[src/rtl/iter_divider.sv]
// Multi-cycle radix-2 restoring divider for RV32M DIV/DIVU/REM/REMU.
// One WIDTH+1-bit trial subtraction per clock, quotient bits produced MSB first.
module iter_divider #(
    parameter int WIDTH = 32,
    parameter int CNT_W = 6
) (
    input  logic             clk,
    input  logic             rst_n,
    input  logic             start,
    input  logic [1:0]       op,
    input  logic [WIDTH-1:0] dividend,
    input  logic [WIDTH-1:0] divisor,
    input  logic             flush,
    output logic             busy,
    output logic             done,
    output logic [WIDTH-1:0] result
);

    typedef enum logic [1:0] {
        IDLE = 2'd0,
        CALC = 2'd1,
        DONE = 2'd2
    } state_t;

    state_t           state;
    logic [CNT_W-1:0] cnt;
    logic [1:0]       op_r;
    logic             neg_q;
    logic             neg_r;
    logic [WIDTH-1:0] dvd;
    logic [WIDTH-1:0] dvs;
    logic [WIDTH-1:0] rem;

    // Handshake: start is taken only when busy=0 (IDLE or DONE) and flush=0;
    // done pulses for exactly one cycle while result holds the new value.
    logic             is_signed;
    logic             a_neg;
    logic             b_neg;
    logic [WIDTH-1:0] abs_a;
    logic [WIDTH-1:0] abs_b;
    logic [WIDTH:0]   rem_sh;
    logic [WIDTH:0]   trial;
    logic             qbit;
    logic [WIDTH-1:0] rem_nx;
    logic [WIDTH-1:0] quo_nx;
    logic [WIDTH-1:0] res_fin;
    logic             last;
    logic             accept;

    assign is_signed = ~op[0];
    assign a_neg     = is_signed & dividend[WIDTH-1];
    assign b_neg     = is_signed & divisor[WIDTH-1];
    assign abs_a     = a_neg ? (~dividend + 1'b1) : dividend;
    assign abs_b     = b_neg ? (~divisor + 1'b1) : divisor;

    // The dividend register doubles as the quotient shift register: the
    // top bit feeds the remainder while the new quotient bit enters at bit 0.
    assign rem_sh  = {rem, dvd[WIDTH-1]};
    assign trial   = rem_sh - {1'b0, dvs};
    assign qbit    = ~trial[WIDTH];
    assign rem_nx  = qbit ? trial[WIDTH-1:0] : rem_sh[WIDTH-1:0];
    assign quo_nx  = {dvd[WIDTH-2:0], qbit};
    assign res_fin = op_r[1] ? (neg_r ? (~rem_nx + 1'b1) : rem_nx)
                             : (neg_q ? (~quo_nx + 1'b1) : quo_nx);

    assign last   = (cnt == CNT_W'(WIDTH - 1));
    assign accept = start && !flush && (state != CALC);

    always_ff @(posedge clk or negedge rst_n) begin
        if (!rst_n) begin
            state  <= IDLE;
            busy   <= 1'b0;
            done   <= 1'b0;
            result <= '0;
            cnt    <= '0;
            op_r   <= '0;
            neg_q  <= 1'b0;
            neg_r  <= 1'b0;
            dvd    <= '0;
            dvs    <= '0;
            rem    <= '0;
        end else if (flush) begin
            state <= IDLE;
            busy  <= 1'b0;
            done  <= 1'b0;
            cnt   <= '0;
        end else begin
            case (state)
                IDLE, DONE: begin
                    done <= 1'b0;
                    busy <= 1'b0;
                    state <= IDLE;
                    if (accept) begin
                        op_r  <= op;
                        neg_q <= a_neg ^ b_neg;
                        neg_r <= a_neg;
                        dvd   <= abs_a;
                        dvs   <= abs_b;
                        rem   <= '0;
                        cnt   <= '0;
                        if (divisor == '0) begin
                            // Divide by zero bypasses the iteration entirely.
                            result <= op[1] ? dividend : '1;
                            state  <= DONE;
                            done   <= 1'b1;
                        end else begin
                            state <= CALC;
                            busy  <= 1'b1;
                        end
                    end
                end
                CALC: begin
                    rem <= rem_nx;
                    dvd <= quo_nx;
                    if (last) begin
                        cnt    <= '0;
                        result <= res_fin;
                        state  <= DONE;
                        busy   <= 1'b0;
                        done   <= 1'b1;
                    end else begin
                        cnt <= cnt + 1'b1;
                    end
                end
                default: begin
                    state <= IDLE;
                    busy  <= 1'b0;
                    done  <= 1'b0;
                end
            endcase
        end
    end

endmodule

[config.mk]
export PLATFORM = sky130hd
export DESIGN_NAME = iter_divider
export DESIGN_NICKNAME = d
export VERILOG_FILES = /design/src/rtl/iter_divider.sv
export SDC_FILE = /design/constraint.sdc
export NUM_CORES = 1
export LEC_CHECK = 0
export BUFFER_PORTS_ARGS = -buffer_cell sky130_fd_sc_hd__buf_2
export CORE_UTILIZATION = 65
export DETAILED_ROUTE_END_ITERATION = 8
export PLACE_DENSITY = 0.86
export SLEW_MARGIN = 20
export SYNTH_ARGS = -nofsm -noshare
export SYNTH_HDL_FRONTEND = slang
export SYNTH_SLANG_ARGS = --single-unit
export TNS_END_PERCENT = 10
[constraint.sdc]
create_clock -name clk -period 7.1 [get_ports clk]
set_input_delay 0 -clock clk [delete_from_list [all_inputs] [get_ports clk]]
set_output_delay 0 -clock clk [all_outputs]
set_load 0.03 [all_outputs]
# After elaboration in Yosys (flattened, before gate mapping)
# Cells that the tools add are included.
[totals]
inputBits = 70
register_bits = 142
out_inout_bits = 34
[classes]
n_mux = 34
reduce_logical = 12
add_sub_neg = 6
n_eq_ne = 9
n_bitwise = 10
[op_table]
columns = ["cell", "count"]
rows = [
  ["two-way mux 32 bit", 12],
  ["case mux 32 bit (2 select lines)", 3],
  ["adder 32 x 1 -> 32 bit (second input constant)", 4],
  ["inverter 32 bit", 4],
  ["subtractor 33 x 32 -> 33 bit", 1],
  ["zero test 32 bit", 1],
  ["two-way mux 6 bit", 3],
  ["case mux 6 bit (2 select lines)", 1],
  ["two-way mux 1 bit", 8],
  ["two-way mux 2 bit", 4],
  ["adder 6 x 1 -> 6 bit (second input constant)", 1],
  ["equality test 6 x 5 -> 1 bit (second input constant)", 1],
  ["!= test 2 bit (second input constant)", 3],
  ["!= test 3 bit (second input constant)", 2],
  ["AND reduction 3 bit", 2],
  ["AND reduction 5 bit", 1],
  ["case mux 1 bit (2 select lines)", 2],
  ["case mux 2 bit (2 select lines)", 1],
  ["inverter 1 bit", 3],
  ["nonzero test 3 bit", 1],
  ["AND 1 bit", 2],
  ["equality test 2 x 1 -> 1 bit (second input constant)", 1],
  ["equality test 2 bit (second input constant)", 1],
  ["logical AND 1 bit", 2],
  ["other kinds (7)", 7],
]

# Longest topological paths before layout
[logic_depth]
word_depth = 8
ltp_mapped = 24

# Worst setup path before layout
# No wires, ideal clock.
[synth_timing]
kind = "register -> register"
startpoint = "register dvd[31]"
endpoint = "register result[30]"
required_ns = 6.958
arrival_ns = 4.406
setup_ns = 0.142
setup_slack_ns = 2.551
period_less_slack_ns = 4.549
path_stages_with_launch = 25
path_cell_list = "dfrtp_1 -> inv_1 -> ha_1 -> fa_1 -> nand2b_1 -> a21boi_4 -> o211ai_2 -> a211oi_2 -> o21a_1 -> nor2_1 -> buf_6 -> inv_2 -> buf_2 -> nor2_1 -> a21oi_1 -> ha_1 -> clkbuf_1 -> nand4_1 -> nor3_1 -> o211a_1 -> a41oi_2 -> or2_4 -> o31ai_4 -> xnor2_1 -> o221ai_1"
[synth_via]
elab_chain_len = 8
elab_cells_between_ends = 12
cone_classes = "add/sub: 3; mux: 6; bitwise: 3"
[synth_lines]
columns = ["item", "line_no", "rtl"]
rows = [
  ["start: declaration", "30", "logic [WIDTH-1:0] dvd;"],
  ["start signal: assignment", "97", "dvd <= abs_a;"],
  ["start signal: assignment", "114", "dvd <= quo_nx;"],
  ["subtractor 33 x 32 -> 33 bit", "59", "assign trial = rem_sh - {1'b0, dvs};"],
  ["two-way mux 32 bit or inverter 1 bit (tied branches)", "61, 60", ""],
  ["inverter 32 bit (on tied branches)", "63, 64", ""],
  ["adder 32 x 1 -> 32 bit (on tied branches)", "63, 64", ""],
  ["two-way mux 32 bit (on tied branches)", "63, 64", ""],
  ["two-way mux 32 bit (*)", "63", "assign res_fin = op_r[1] ? (neg_r ? (~rem_nx + 1'b1) : rem_nx)"],
  ["two-way mux 32 bit (*)", "115", "if (last) begin"],
  ["case mux 32 bit (2 select lines) (*)", "88", "case (state)"],
  ["end signal: assignment", "103", "result <= op[1] ? dividend : '1;"],
  ["end signal: assignment", "117", "result <= res_fin;"],
  ["end: declaration", "16", "output logic [WIDTH-1:0] result"],
]
# Every way passes the cells marked *; elsewhere a longest branch is shown, timed or not. The select of a mux whose other input is x is not followed.
# A chain may end at the register's enable or synchronous reset.

# Worst setup path after layout
[layout_timing]
startpoint = "register dvd[31]"
endpoint = "register result[24]"
# The elaborated chain is that of the path after synthesis.

==> results.py <==
metrics = {
    "timing": {
        "setup_viol": 0,
        "rsz0062_at_grt": "false",
        "maxSlewViolCount": 0,
        "max_freq_ghz": 0.1751,
        "clock_skew_ns": 0.01140,
        "finalCriticalPeriod_ns": 5.711,
        "worst_slew_margin_rel_pct": 27.71,
        "fin_crit_sh_pct": 80.44,
        "worst_slew_pin_slew_ns": 1.084,
        "setup_tns_ns": 0,
        "hold_violations": 0,
    },
    "critical_path": {
        "crit_type": "reg2reg",
        "worstSetupStartpointType": "flip-flop",
        "crit_required_ns": 7.44,
        "crit_arrival_ns": 6.05,
        "critPathCaptureType": "flip-flop",
        "crit_path_max_fanout": 37,
    },
    "logic_synthesis": {
        "yosysUniqueCellTypes": 98,
        "yosys_most_used_dff": "dfrtp_1",
        "syn-num-nets": 1638,
        "yosys_register_bits": 140,
        "synth_edf_count": 0,
        "ys_warn_count": 0,
        "yosysSeqAreaShare_pct": 29.40,
        "syn_area_mm2": 0.01192,
        "async_reset_ff_share_pct": 100.0,
        "synthCells": 1530,
        "synth_area_per_cell_um2": 7.789,
    },
    "die": {
        "die_h_um": 137.4,
        "core_mm2": 0.01796,
        "die_area_mm2": 0.01888,
        "ios": 104,
        "initial_core_util_pct": 66.34,
        "rows": 49,
        "die-width_um": 137.4,
    },
    "clocking": {
        "cts_tree": "built",
        "clk_pin_slew_ns": 0.07,
        "clock_latency_ns": 0.44,
        "cts-htree-levels": 4,
        "cts_resized": 0,
        "post-cts-setup-buffer-count": 0,
        "cts_root_buffer": "clkbuf_16",
        "clockBufferDepth": 2,
        "numCtsBuffers": 17,
        "clock_sinks": 140,
    },
    "global_routing": {
        "overflow": 0,
        "antenna_found_initial": 1,
        "grt_usage_pct": 43.53,
        "grt_max_degree": 89,
        "grt_pass1_vias": 11653,
        "grt_pass1_wl_mm": 62.00,
    },
    "layout": {
        "synthToLayoutAreaGrowth_pct": 14.01,
        "final_common_cell": "nand2_1",
        "utilization_pct": 75.64,
        "nets": 1739,
        "seq_area_mm2": 0.003503,
        "fill_cells": 1330,
        "final_cell_mix": "nand2_1 (207), o21ai_0 (178), dfrtp_1 (140)",
        "final_layout_size_suffix_gt1_share_pct": 13.08,
        "multi_input_area_mm2": 0.007858,
        "diodes": 0,
    },
    "worst_hold_path": {
        "hp-class": "in2reg",
    },
    "route": {
        "drcViolationCount": 1,
        "first_iter_violations": 1767,
        "wirelength_mm": 40.47,
        "antenna_left": 0,
        "via_per_inst": 6.817,
        "via_count": 12768,
        "dr.pass1.iters": 9,
        "routedWlPerCell_um": 21.61,
    },
    "outcome": {
        "status": "finished, violations left",
        "failed_checks": "DRC",
    },
    "pwr": {
        "ir_drop_uv": 198.4,
        "p_per_area_mw_per_mm2": 236.6,
        "total_leakage_power_uw": 0.005849,
    },
    "flow_run": {
        "cap_violations": 0,
    },
    "place": {
        "post-dp-hpwl_mm": 28.01,
        "port_buffers": 103,
        "gp_congestion": 0.9930,
    },
}
worst paths after layout:
| path | cells after the start | from | end | slack (ns) |
|---|---|---|---|---|
| max | 21 | dvd[31] | result[24] | 1.39 |
| min | 4 | dividend[14] | result[14] | 0.008 |
| max reg2reg | 21 | dvd[31] | result[24] | 1.39 |
| min reg2reg | 2 | result[4] | result[4] | 0.48 |
| max in group asynchronous | 3 | rst_n | rem[1] | 5.56 |
| min in group asynchronous | 2 | rst_n | dvs[23] | 0.15 |
critical path: stages (launching register included):
cell and delay, ns:
dfrtp_1 0.36, inv_1 0.06, ha_1 0.22, fa_1 0.40
nand2b_1 0.23, a21boi_4 0.25, o211ai_2 0.19, a211oi_2 0.34
o21a_1 0.52, nor2_4 0.08, inv_2 0.52, nor2_1 0.08
a21oi_1 0.27, ha_1 0.36, nand4_1 0.18, nor3_1 0.29
o211a_1 0.23, a41oi_2 0.07, o31ai_1 0.37, xnor2_1 0.18
a21oi_1 0.12, o31ai_1 0.27
state kept, by name, indices dropped and copies added (netlist names):
signal	cells
dvs	32
op_r	1
busy	1
neg_r	1
rem	32
neg_q	1
state	1
done	1
result	32
dvd	32
cnt	6
metal layers:
| layer | vias to the layer above | wire length, µm | track usage (%) | share of wire (%) |
|---|---|---|---|---|
| li1 | 5737 | - | - | - |
| met1 | 5982 | 15970 | 57.15 | 39 |
| met2 | 861 | 17660 | 65.88 | 44 |
| met3 | 184 | 5064 | 12.69 | 13 |
| met4 | 4 | 1723 | 19.90 | 4.3 |
| met5 | - | 54 | 0 | 0.13 |
cell families after synthesis:
group | count (synthesis) | synth area share, %
AND/OR/NAND/NOR | 540 | 21.96
buffers and inverters | 142 | 4.934
multiplexers | 25 | 2.226
flip-flops | 140 | 29.40
AO/OA/AOI/OAI | 520 | 28.24
XOR/XNOR | 125 | 9.186
adder cells (fa/ha/maj) | 38 | 4.052
layout make-up:
| cell class | instances | share of cell area [%] |
|---|---|---|
| clock buffer | 18 | 3.159 |
| inverter | 56 | 1.547 |
| timing repair buffer | 168 | 8.389 |
| sequential | 140 | 25.79 |
| tap | 229 | 2.109 |
| clock inverter | 14 | 1.179 |
| multi-input combinational | 1248 | 57.83 |
synthesized netlist by cell type (7+ instances only):
library cell | number | share of area [%]
clkbuf_1 | 57 | 1.8
dfrtp_1 | 140 | 29
buf_2 | 23 | 0.97
nand2_1 | 208 | 6.6
or4_1 | 9 | 0.57
nand4_1 | 12 | 0.63
a22o_1 | 13 | 0.96
xnor2_1 | 60 | 4.4
nand2b_1 | 11 | 0.58
o21ai_0 | 178 | 7.5
o31ai_1 | 36 | 2.3
and2_1 | 10 | 0.52
xor2_1 | 65 | 4.8
a211oi_1 | 16 | 1.0
mux2_2 | 7 | 0.66
nor3_1 | 33 | 1.4
nor2b_1 | 8 | 0.42
o22ai_1 | 12 | 0.63
nor3b_1 | 11 | 0.69
o41ai_1 | 12 | 0.88
nor4_1 | 15 | 0.79
o21ai_1 | 13 | 0.55
or3_1 | 21 | 1.1
a21o_1 | 11 | 0.69
o211ai_1 | 16 | 1.0
mux2i_1 | 16 | 1.3
o21a_1 | 10 | 0.63
and3_1 | 10 | 0.52
a31oi_1 | 16 | 0.84
nor2_1 | 132 | 4.2
ha_1 | 37 | 3.9
inv_1 | 53 | 1.7
nand3_1 | 22 | 0.92
a21oi_1 | 116 | 4.9
stage by stage:
stage	cells	cell area (µm²)	power [µW]	setup slack [ns]	hold slack, ns
6_report	1873	13590	3215	1.389	0.008103
5_1_grt	1873	13590	3354	1.049	0.05209
3_3_place_gp	1789	12470	2182	1.849	0.06916
3_5_place_dp	1789	12470	2208	1.650	0.06954
4_1_cts	1873	13580	3147	1.629	0.008504
2_1_floorplan	1530	11920	1864	2.551	-0.2956
report_power, final:
group | leakage (µW) | switching, µW | total [µW] | internal (µW)
Sequential | 0.00181 | 133 | 1040 | 904
Clock | 0.000281 | 396 | 922 | 526
Combinational | 0.00376 | 813 | 1260 | 442
what timing repair did:
action / 4_1_cts / 5_1_grt
setup endpoints to repair: 0 / 0
endpoints found under the hold margin: 125 / 0
hold buffers: 52 / 0
No activity file was read; power rests on OpenSTA's default activity.
